File: config.mk
export PLATFORM = sky130hd
export DESIGN_NAME = iccm_uart_loader
export DESIGN_NICKNAME = d
export VERILOG_FILES = /design/src/rtl/iccm_uart_loader.sv
export SDC_FILE = /design/constraint.sdc
export NUM_CORES = 1
export LEC_CHECK = 0
export BUFFER_PORTS_ARGS = -buffer_cell sky130_fd_sc_hd__buf_2
export CELL_PAD_IN_SITES_DETAIL_PLACEMENT = 1
export CELL_PAD_IN_SITES_GLOBAL_PLACEMENT = 1
export CORE_ASPECT_RATIO = 0.6
export CORE_MARGIN = 2
export CORE_UTILIZATION = 42
export DETAILED_ROUTE_END_ITERATION = 8
export PLACE_DENSITY = 0.87
export SETUP_SLACK_MARGIN = 0.3
export SYNTH_ARGS = -nofsm -noshare
export SYNTH_HDL_FRONTEND = slang
export SYNTH_SLANG_ARGS = --single-unit
File: constraint.sdc
create_clock -name clk_i -period 2.67 [get_ports clk_i]
set_clock_uncertainty 0.2 [all_clocks]
set_input_delay 0.534 -clock clk_i [delete_from_list [all_inputs] [get_ports clk_i]]
set_output_delay 0.534 -clock clk_i [all_outputs]
set_load 0.1 [all_outputs]
File: src/rtl/iccm_uart_loader.sv
// ============================================================================
// Module   : iccm_uart_loader
// Purpose  : Boot loader that receives a UART 8N1 byte stream and packs it into
//            32-bit little-endian words. It writes the words into ICCM over a
//            req/gnt port and releases the core reset when the end-of-image
//            word arrives.
// Option   : define ICCM_LOADER_CKSUM_EN to require a trailing 32-bit checksum
//            word (sum of all written words) before the core reset is released.
// Revision : 1.0 - initial release
// ============================================================================
`default_nettype none

module iccm_uart_loader #(
    parameter int          CLKS_PER_BIT = 87,
    parameter int          ADDR_W       = 12,
    parameter logic [31:0] END_WORD     = 32'h0000_0FFF
) (
    input  logic              clk_i,
    input  logic              rst_ni,
    input  logic              rx_i,
    output logic              iccm_req_o,
    output logic              iccm_we_o,
    output logic [ADDR_W-1:0] iccm_addr_o,
    output logic [31:0]       iccm_wdata_o,
    input  logic              iccm_gnt_i,
    output logic              prog_done_o,
    output logic              core_rst_no,
    output logic              frame_err_o,
    output logic              overflow_o,
    output logic              cksum_err_o
);

    localparam int                c_CNT_W    = $clog2(CLKS_PER_BIT);
    localparam logic [c_CNT_W-1:0] c_CNT_LAST = c_CNT_W'(CLKS_PER_BIT - 1);
    localparam logic [c_CNT_W-1:0] c_CNT_HALF = c_CNT_W'(CLKS_PER_BIT / 2);

    typedef enum logic [1:0] {
        RX_IDLE  = 2'd0,
        RX_START = 2'd1,
        RX_DATA  = 2'd2,
        RX_STOP  = 2'd3
    } rx_state_t;

    typedef enum logic [1:0] {
        LOAD  = 2'd0,
        WRITE = 2'd1,
        DONE  = 2'd2,
        CKSUM = 2'd3
    } ctrl_state_t;

`ifdef ICCM_LOADER_CKSUM_EN
    localparam ctrl_state_t c_AFTER_END = CKSUM;
`else
    localparam ctrl_state_t c_AFTER_END = DONE;
`endif

    // ------------------------------------------------------------------
    // Receiver
    // ------------------------------------------------------------------
    logic               r_rx_meta;
    logic               r_rx_sync;
    rx_state_t          r_rx_state;
    logic [c_CNT_W-1:0] r_cnt;
    logic [2:0]         r_bit_idx;
    logic [7:0]         r_shift;
    logic [1:0]         r_byte_idx;
    logic [23:0]        r_word_buf;
    logic               r_frame_err;

    rx_state_t          w_rx_nxt;
    logic [c_CNT_W-1:0] w_cnt_nxt;
    logic [2:0]         w_bit_nxt;
    logic [7:0]         w_shift_nxt;
    logic               w_byte_valid;
    logic               w_frame_bad;
    logic               w_word_done;
    logic [31:0]        w_word;

    always_ff @(posedge clk_i or negedge rst_ni) begin
        if (!rst_ni) begin
            r_rx_meta   <= 1'b1;
            r_rx_sync   <= 1'b1;
            r_rx_state  <= RX_IDLE;
            r_cnt       <= '0;
            r_bit_idx   <= '0;
            r_shift     <= '0;
            r_byte_idx  <= '0;
            r_word_buf  <= '0;
            r_frame_err <= 1'b0;
        end else begin
            r_rx_meta  <= rx_i;
            r_rx_sync  <= r_rx_meta;
            r_rx_state <= w_rx_nxt;
            r_cnt      <= w_cnt_nxt;
            r_bit_idx  <= w_bit_nxt;
            r_shift    <= w_shift_nxt;
            if (w_frame_bad) begin
                r_frame_err <= 1'b1;
            end
            if (w_byte_valid) begin
                r_byte_idx <= r_byte_idx + 1'b1;
                case (r_byte_idx)
                    2'd0:    r_word_buf[7:0]   <= r_shift;
                    2'd1:    r_word_buf[15:8]  <= r_shift;
                    2'd2:    r_word_buf[23:16] <= r_shift;
                    default: ;
                endcase
            end
        end
    end

    always_comb begin
        w_rx_nxt     = r_rx_state;
        w_cnt_nxt    = r_cnt;
        w_bit_nxt    = r_bit_idx;
        w_shift_nxt  = r_shift;
        w_byte_valid = 1'b0;
        w_frame_bad  = 1'b0;
        case (r_rx_state)
            RX_IDLE: begin
                if (!r_rx_sync) begin
                    w_rx_nxt  = RX_START;
                    w_cnt_nxt = '0;
                    w_bit_nxt = '0;
                end
            end
            RX_START: begin
                if (r_cnt == c_CNT_HALF) begin
                    w_cnt_nxt = '0;
                    // A line back high at mid start bit was a glitch, not a frame
                    w_rx_nxt  = r_rx_sync ? RX_IDLE : RX_DATA;
                end else begin
                    w_cnt_nxt = r_cnt + 1'b1;
                end
            end
            RX_DATA: begin
                if (r_cnt == c_CNT_LAST) begin
                    w_cnt_nxt   = '0;
                    w_shift_nxt = {r_rx_sync, r_shift[7:1]};
                    w_bit_nxt   = r_bit_idx + 1'b1;
                    if (r_bit_idx == 3'd7) begin
                        w_rx_nxt = RX_STOP;
                    end
                end else begin
                    w_cnt_nxt = r_cnt + 1'b1;
                end
            end
            RX_STOP: begin
                if (r_cnt == c_CNT_LAST) begin
                    w_cnt_nxt    = '0;
                    w_rx_nxt     = RX_IDLE;
                    w_byte_valid = r_rx_sync;
                    w_frame_bad  = ~r_rx_sync;
                end else begin
                    w_cnt_nxt = r_cnt + 1'b1;
                end
            end
            default: w_rx_nxt = RX_IDLE;
        endcase
    end

    assign w_word_done = w_byte_valid && (r_byte_idx == 2'd3);
    assign w_word      = {r_shift, r_word_buf};

    // ------------------------------------------------------------------
    // Write / completion control
    // ------------------------------------------------------------------
    ctrl_state_t       r_ctrl_state;
    logic              r_req;
    logic [ADDR_W-1:0] r_addr;
    logic [31:0]       r_wdata;
    logic              r_overflow;
    logic              r_prog_done;
    logic              r_core_rst_n;

    ctrl_state_t       w_ctrl_nxt;
    logic              w_req_nxt;
    logic [ADDR_W-1:0] w_addr_nxt;
    logic [31:0]       w_wdata_nxt;
    logic              w_ovf_nxt;
    logic              w_is_end;

`ifdef ICCM_LOADER_CKSUM_EN
    logic [31:0] r_sum;
    logic        r_cksum_err;
    logic [31:0] w_sum_nxt;
    logic        w_cksum_err_nxt;
`endif

    assign w_is_end = (w_word == END_WORD);

    always_ff @(posedge clk_i or negedge rst_ni) begin
        if (!rst_ni) begin
            r_ctrl_state <= LOAD;
            r_req        <= 1'b0;
            r_addr       <= '0;
            r_wdata      <= '0;
            r_overflow   <= 1'b0;
            r_prog_done  <= 1'b0;
            r_core_rst_n <= 1'b0;
`ifdef ICCM_LOADER_CKSUM_EN
            r_sum        <= '0;
            r_cksum_err  <= 1'b0;
`endif
        end else begin
            r_ctrl_state <= w_ctrl_nxt;
            r_req        <= w_req_nxt;
            r_addr       <= w_addr_nxt;
            r_wdata      <= w_wdata_nxt;
            r_overflow   <= w_ovf_nxt;
            r_prog_done  <= (w_ctrl_nxt == DONE);
            r_core_rst_n <= (w_ctrl_nxt == DONE);
`ifdef ICCM_LOADER_CKSUM_EN
            r_sum        <= w_sum_nxt;
            r_cksum_err  <= w_cksum_err_nxt;
`endif
        end
    end

    always_comb begin
        w_ctrl_nxt  = r_ctrl_state;
        w_req_nxt   = r_req;
        w_addr_nxt  = r_addr;
        w_wdata_nxt = r_wdata;
        w_ovf_nxt   = r_overflow;
`ifdef ICCM_LOADER_CKSUM_EN
        w_sum_nxt       = r_sum;
        w_cksum_err_nxt = r_cksum_err;
`endif
        case (r_ctrl_state)
            LOAD: begin
                if (w_word_done) begin
                    if (w_is_end) begin
                        w_ctrl_nxt = c_AFTER_END;
                    end else begin
                        w_wdata_nxt = w_word;
                        w_req_nxt   = 1'b1;
                        w_ctrl_nxt  = WRITE;
                    end
                end
            end
            WRITE: begin
                if (iccm_gnt_i) begin
                    w_addr_nxt = r_addr + 1'b1;
`ifdef ICCM_LOADER_CKSUM_EN
                    w_sum_nxt  = r_sum + r_wdata;
`endif
                    // A word landing on the grant cycle is chained straight into the next request
                    if (w_word_done && !w_is_end) begin
                        w_wdata_nxt = w_word;
                    end else begin
                        w_req_nxt  = 1'b0;
                        w_ctrl_nxt = (w_word_done && w_is_end) ? c_AFTER_END : LOAD;
                    end
                end else if (w_word_done) begin
                    w_ovf_nxt = 1'b1;
                end
            end
`ifdef ICCM_LOADER_CKSUM_EN
            CKSUM: begin
                if (w_word_done && !r_cksum_err) begin
                    if (w_word == r_sum) begin
                        w_ctrl_nxt = DONE;
                    end else begin
                        w_cksum_err_nxt = 1'b1;
                    end
                end
            end
`endif
            default: ;
        endcase
    end

    assign iccm_req_o   = r_req;
    assign iccm_we_o    = r_req;
    assign iccm_addr_o  = r_addr;
    assign iccm_wdata_o = r_wdata;
    assign prog_done_o  = r_prog_done;
    assign core_rst_no  = r_core_rst_n;
    assign frame_err_o  = r_frame_err;
    assign overflow_o   = r_overflow;
`ifdef ICCM_LOADER_CKSUM_EN
    assign cksum_err_o  = r_cksum_err;
`else
    assign cksum_err_o  = 1'b0;
`endif

endmodule

`default_nettype wire
After elaboration in Yosys (flattened, before gate mapping)
Cells that the tools add are included.

storage, ports and cells
  flip-flop bits (word level) = 98
  bits of input ports = 4
  output and inout port bits = 51
  logic and storage cells = 99

operators by class
  add/sub/neg operators = 4
  equal/unequal tests = 22
  multiplexer cells = 34
  bitwise logic cells = 2
  reductions and logical operators = 20

operator list
  kind                                                               number
  32-bit 2-to-1 mux                                                  4
  32-bit one-hot mux with 2 select lines                             1
  32-bit by 12-bit == test with 1-bit output, second input constant  1
  2-bit 2-to-1 mux                                                   11
  7-bit 2-to-1 mux                                                   3
  7-bit one-hot mux with 3 select lines                              1
  2-bit != test, second input constant                               10
  5-bit AND reduction                                                3
  12-bit by 1-bit adder with 12-bit output, second input constant    1
  2-bit == test, second input constant                               5
  2-bit AND reduction                                                5
  1-bit 2-to-1 mux                                                   8
  2-bit one-hot mux with 4 select lines                              1
  7-bit by 1-bit adder with 7-bit output, second input constant      1
  7-bit by 6-bit == test with 1-bit output, second input constant    1
  7-bit == test, second input constant                               1
  2-bit by 1-bit == test with 1-bit output, second input constant    3
  2-bit logical NOT                                                  3
  3-bit 2-to-1 mux                                                   2
  3-bit one-hot mux with 2 select lines                              1
  3-bit AND reduction                                                2
  2-bit one-hot mux with 2 select lines                              1
  2-bit nonzero test                                                 2
  3-bit by 1-bit adder with 3-bit output, second input constant      1
  7 further kinds                                                    10

Depth between registers and ports, before layout
  depth after elaboration = 10
  mapped depth = 7
  mapped depth without buffers = 6

Worst setup path before layout
OpenSTA, ideal clock, no wires.

  path kind = reg2reg
  start = register r_word_buf[13]
  end = register r_wdata[10], in the netlist iccm_wdata_o[10]
  setup time = 0.126 ns
  arrival time = 2.160 ns
  data required time = 2.344 ns
  setup slack = 0.184 ns
  cell stages (with the launch flop) = 6
  path buffers = 1
  period minus slack after synthesis = 2.486 ns
  path through = dfrtp_1 or4b_1 or4_4 o2111ai_4 buf_6 mux2_2

between the ends
  longest elaborated chain between the ends = 5
  elaborated cells on any way between the ends = 6
  classes of those cells = 3 x eq/ne; 3 x reduce/logical

RTL lines
  item                                            RTL line  source
  from (decl)                                     67        logic [23:0] r_word_buf;
  from (signal assigned)                          104       2'd1: r_word_buf[15:8] <= r_shift;
  32-bit by 12-bit == test with 1-bit output (*)  190       assign w_is_end = (w_word == END_WORD);
  1-bit logical NOT                               249       if (w_word_done && !w_is_end) begin
  1-bit logical AND                               249
  2-bit != test (no line)                         -
  5-bit AND reduction (no line) (*)               -
  to (signal assigned)                            209       r_wdata <= w_wdata_nxt;
  to (decl)                                       171       logic [31:0] r_wdata;

Mark *: on every way between the ends. The rest lies on a longest branch, timed or not.
A chain may end at the register's enable or synchronous reset.

Worst setup path after layout
  start = register r_word_buf[13]
  end = register r_wdata[17], in the netlist iccm_wdata_o[17]

The elaborated chain is that of the path after synthesis.

==> impl_results.rst <==
.. list-table::
   :header-rows: 1

   * - Metric
     - Value
   * - Result of the run
     - complete, no violations
   * - Most used cells in the layout excluding fill and tap cells
     - dfrtp_1, mux2_2, buf_2, nand2_1, inv_1
   * - Share of post-route cells with drive strength above 1
     - 39.9%
   * - Critical R2R Launch
     - r_word_buf[13]$_DFFE_PN0P_
   * - Path type of the worst setup path
     - flip-flop to flip-flop
   * - Switching power as a share of total power
     - about a quarter
   * - Number of synthesized flops with an enable pin
     - 0
   * - First-pass GRT wire length
     - about 15 mm
   * - Flip-flop cell with the highest count after synthesis
     - dfrtp_1
   * - Max-Cap Viols
     - 0
   * - Clock Tree Buf Depth
     - 2
   * - Timing-limited maximum frequency
     - around 380 MHz
   * - Worst reg-to-reg setup slack
     - between 0.06 and 0.07 ns
   * - Leakage
     - 2.59 nW
   * - Antenna violations before repair
     - 0
   * - Min-delay src
     - rx_i
   * - Clk_lat worst skew
     - around 0.34 ns
   * - Power per standard cell area
     - between 600 and 700 nW/um^2
   * - I/O pin cnt
     - 55
   * - Combined area of all synthesized cells
     - approximately 4200 sq um
   * - Cells on Worst Hold Path
     - 1
   * - Area of the core
     - 9770 sq um
   * - Number of cells on the worst reg-to-reg path
     - 5
   * - Endpoint kind of the worst setup timing path
     - flip-flop
   * - Cell row count
     - 28
   * - Die outline height
     - 81.3 um
   * - DR iter-0 viols
     - 182
   * - Clock share of power
     - around 44%
   * - Chip Width
     - around 130 um
   * - Die area
     - 10800 sq um
   * - Number of instances in the placed design
     - 499
   * - Post-DP Area
     - around 4600 sq um
   * - Number of nets with antenna violations after routing
     - 0
   * - Vias in the first global route
     - 2809
   * - Max-slew violation count
     - 0
   * - Most common cell after layout, fill and taps aside
     - dfrtp_1
   * - Synth unique cells
     - 48
   * - Proportion of synthesized flip-flops having asynchronous set or reset
     - 100%
   * - Post-layout util
     - between 50% and 60%
   * - Number of buffers inserted during clock tree synthesis
     - 9
   * - VDD IR max
     - 320 uV
   * - Cell count after synthesis
     - 314
   * - Net count after synthesis
     - approximately 330
   * - Tightest slew margin relative to the limit
     - 59.9%
   * - Maximum fanout count along the critical path
     - 32
   * - Critical path data arrival time
     - 2.63 ns
   * - Fin crit share
     - 97.7%
   * - Deepest level of the CTS H-tree
     - 3
   * - Critical path required time
     - about 2.7 ns
   * - Vias after detailed routing
     - 2744
   * - Post-synthesis average cell area
     - 13.3 sq um
   * - Antenna diode count
     - 0
   * - HPWL reported at the end of detailed placement
     - 6.84 mm
   * - Final-report hold violation count
     - 0
   * - Worst flop-to-flop path endpoint
     - iccm_wdata_o[17]$_DFFE_PN0P_
   * - Clock tree from TritonCTS
     - done
   * - Area grow syn2layout
     - 18.9%
   * - Final non-filler cell area
     - 4980 sq um
   * - Count of final setup violators
     - 0
   * - RSZ-0062 raised after global routing
     - yes
   * - Combinational fraction of design power
     - 5.7%
   * - Starting density of the core
     - 42.8%
   * - Setup TNS Final
     - 0 ns
   * - Maximum number of pins on one net before global-route repair
     - 53
   * - Layout Nets
     - between 300 and 400
   * - Worst Tran Pin Value
     - 0.596 ns
   * - Endpoint of the worst hold path
     - r_rx_meta$_DFF_PN1_
   * - Number of synthesized register bits
     - 98
   * - Yosys Warn Count
     - 0
   * - Post-detailed-route DRC marker count
     - 0
   * - Internal
     - 2.32 mW
   * - Reg power frac
     - 50.4%
   * - Total of buffers placed on input and output ports
     - 53
   * - Number of non-filler instances in the completed layout
     - ~520
   * - Share of the yosys chip area belonging to registers
     - 58.6%
   * - Power dissipated by switching net loads
     - 0.715 mW
   * - Startpoint kind of the worst setup timing path
     - flip-flop
   * - Final period demand of the worst path
     - 2.61 ns
   * - Clock-pin slew on the worst setup and hold paths
     - around 0.07 ns
   * - Total routed wirelength
     - between 9 and 10 mm
   * - CTS root buffer
     - clkbuf_16
   * - Remaining Overflow, GRT
     - 0
   * - Vias/cell
     - 5.32
   * - Routed length per instance
     - 18.4 um
   * - Weighted congestion at the end of routability-driven global placement
     - 0.786
   * - DRT Pass-1 Iters
     - 4
   * - Sinks on Clock Net
     - 98
   * - Min-delay worst type
     - primary input to flip-flop
   * - Overall Global Routing Usage
     - 18.4%
## cells in the mapped netlist (all sizes together) (2+ instances only)
| master | number | area share [%] |
|---|---|---|
| nand2 | 22 | 2.0 |
| buf | 6 | 1.3 |
| inv | 10 | 0.90 |
| dfrtp | 96 | 57 |
| nor3 | 5 | 0.60 |
| and3 | 3 | 0.45 |
| nand4 | 6 | 0.90 |
| a21o | 4 | 0.72 |
| mux2 | 65 | 17 |
| xnor2 | 9 | 1.9 |
| a22oi | 3 | 0.54 |
| dfstp | 2 | 1.3 |
| nand3 | 9 | 1.1 |
| clkbuf | 6 | 0.54 |
| ha | 9 | 2.7 |
| o21ai | 6 | 0.72 |
| o211ai | 3 | 0.54 |
| nand4b | 2 | 0.42 |
| nand2b | 2 | 0.30 |
| o2111ai | 3 | 1.0 |
| nor4 | 6 | 0.90 |
| xor2 | 5 | 1.0 |
| a21oi | 4 | 0.48 |
| nor2 | 6 | 0.54 |
| mux2i | 2 | 0.48 |
## layer usage
layer / track usage [%] / part of all wire, % / wire, um
met5: 0 / 0 / 0
met4: 3.55 / 0.71 / 67
met3: 4.68 / 4.2 / 397
met2: 28.9 / 47 / 4420
met1: 26.3 / 49 / 4610
## per-stage QoR
stage	setup slack (ns)	hold slack [ns]	total power [mW]
after floorplan	0.234	0.0384	1.66
after global placement	0.159	0.146	1.72
after detailed placement	0.0779	0.159	1.73
after CTS	0.0673	0.0799	3.07
after global routing	0.00957	0.0802	3.15
final	0.0612	0.0878	3.04
## worst max path at each step
stage	from	end	slack (ns)	cells after the start
detailed placement	r_word_buf[13]$_DFFE_PN0P_	iccm_wdata_o[17]$_DFFE_PN0P_	0.08	5
global placement	r_word_buf[13]$_DFFE_PN0P_	iccm_wdata_o[25]$_DFFE_PN0P_	0.16	5
finish	r_word_buf[13]$_DFFE_PN0P_	iccm_wdata_o[17]$_DFFE_PN0P_	0.06	5
CTS	r_word_buf[13]$_DFFE_PN0P_	iccm_wdata_o[17]$_DFFE_PN0P_	0.07	5
global route	r_word_buf[13]$_DFFE_PN0P_	iccm_wdata_o[17]$_DFFE_PN0P_	0.01	5
floorplan	r_word_buf[13]$_DFFE_PN0P_	iccm_wdata_o[10]$_DFFE_PN0P_	0.23	5
## flip-flops by register name, indices dropped and copies added, names as in the netlist, named ones only
name          count
r_rx_meta         1
iccm_wdata_o     32
r_shift           8
r_rx_state        1
r_bit_idx         3
r_cnt             7
iccm_addr_o      12
r_ctrl_state      2
overflow_o        1
iccm_req_o        1
frame_err_o       1
r_word_buf       24
r_byte_idx        2
core_rst_no       1
r_rx_sync         1
## cells by family (layout without fill, tap and decap cells)
family                   Yosys count  count (layout)  synth area share (%)
other                              1               1                0.0896
multiplexers                      67              67                  18.0
flip-flops                        98              98                  58.6
AND/OR/NAND/NOR                   72              72                  9.27
buffers and inverters             22              89                  2.78
adder cells (fa/ha/maj)            9               9                  2.69
XOR/XNOR                          14              14                  2.93
AO/OA/AOI/OAI                     31              31                  5.65
## final cells by class
type                       count  area (sq um)
timing repair buffer          63           370
tap                          135           169
multi-input combinational    194          1630
fill                         999          4800
clock buffer                  11           253
sequential                    98          2450
inverter                      10          37.5
clock inverter                 5          61.3
## what timing repair did
item                                    CTS  global route
endpoints found under the hold margin    23             0
setup buffers                             0             0
gates resized for setup                   1             3
hold buffers                              1             0
endpoints found under the setup margin   34            56
## critical path: stages (launching register included)
cell,delay [ns]
dfrtp_1,0.38
or4b_1,0.54
or4_4,0.48
o2111ai_4,0.25
buf_12,0.24
mux2_2,0.36
## power by group through the flow
stage | clock (mW) | sequential [mW] | combinational (mW)
2_1_floorplan | 0 | 1.59 | 0.0719
3_3_place_gp | 0 | 1.55 | 0.167
3_5_place_dp | 0 | 1.56 | 0.174
4_1_cts | 1.36 | 1.53 | 0.176
5_1_grt | 1.43 | 1.53 | 0.189
6_report | 1.33 | 1.53 | 0.173
Power figures use the tool's default switching activity.
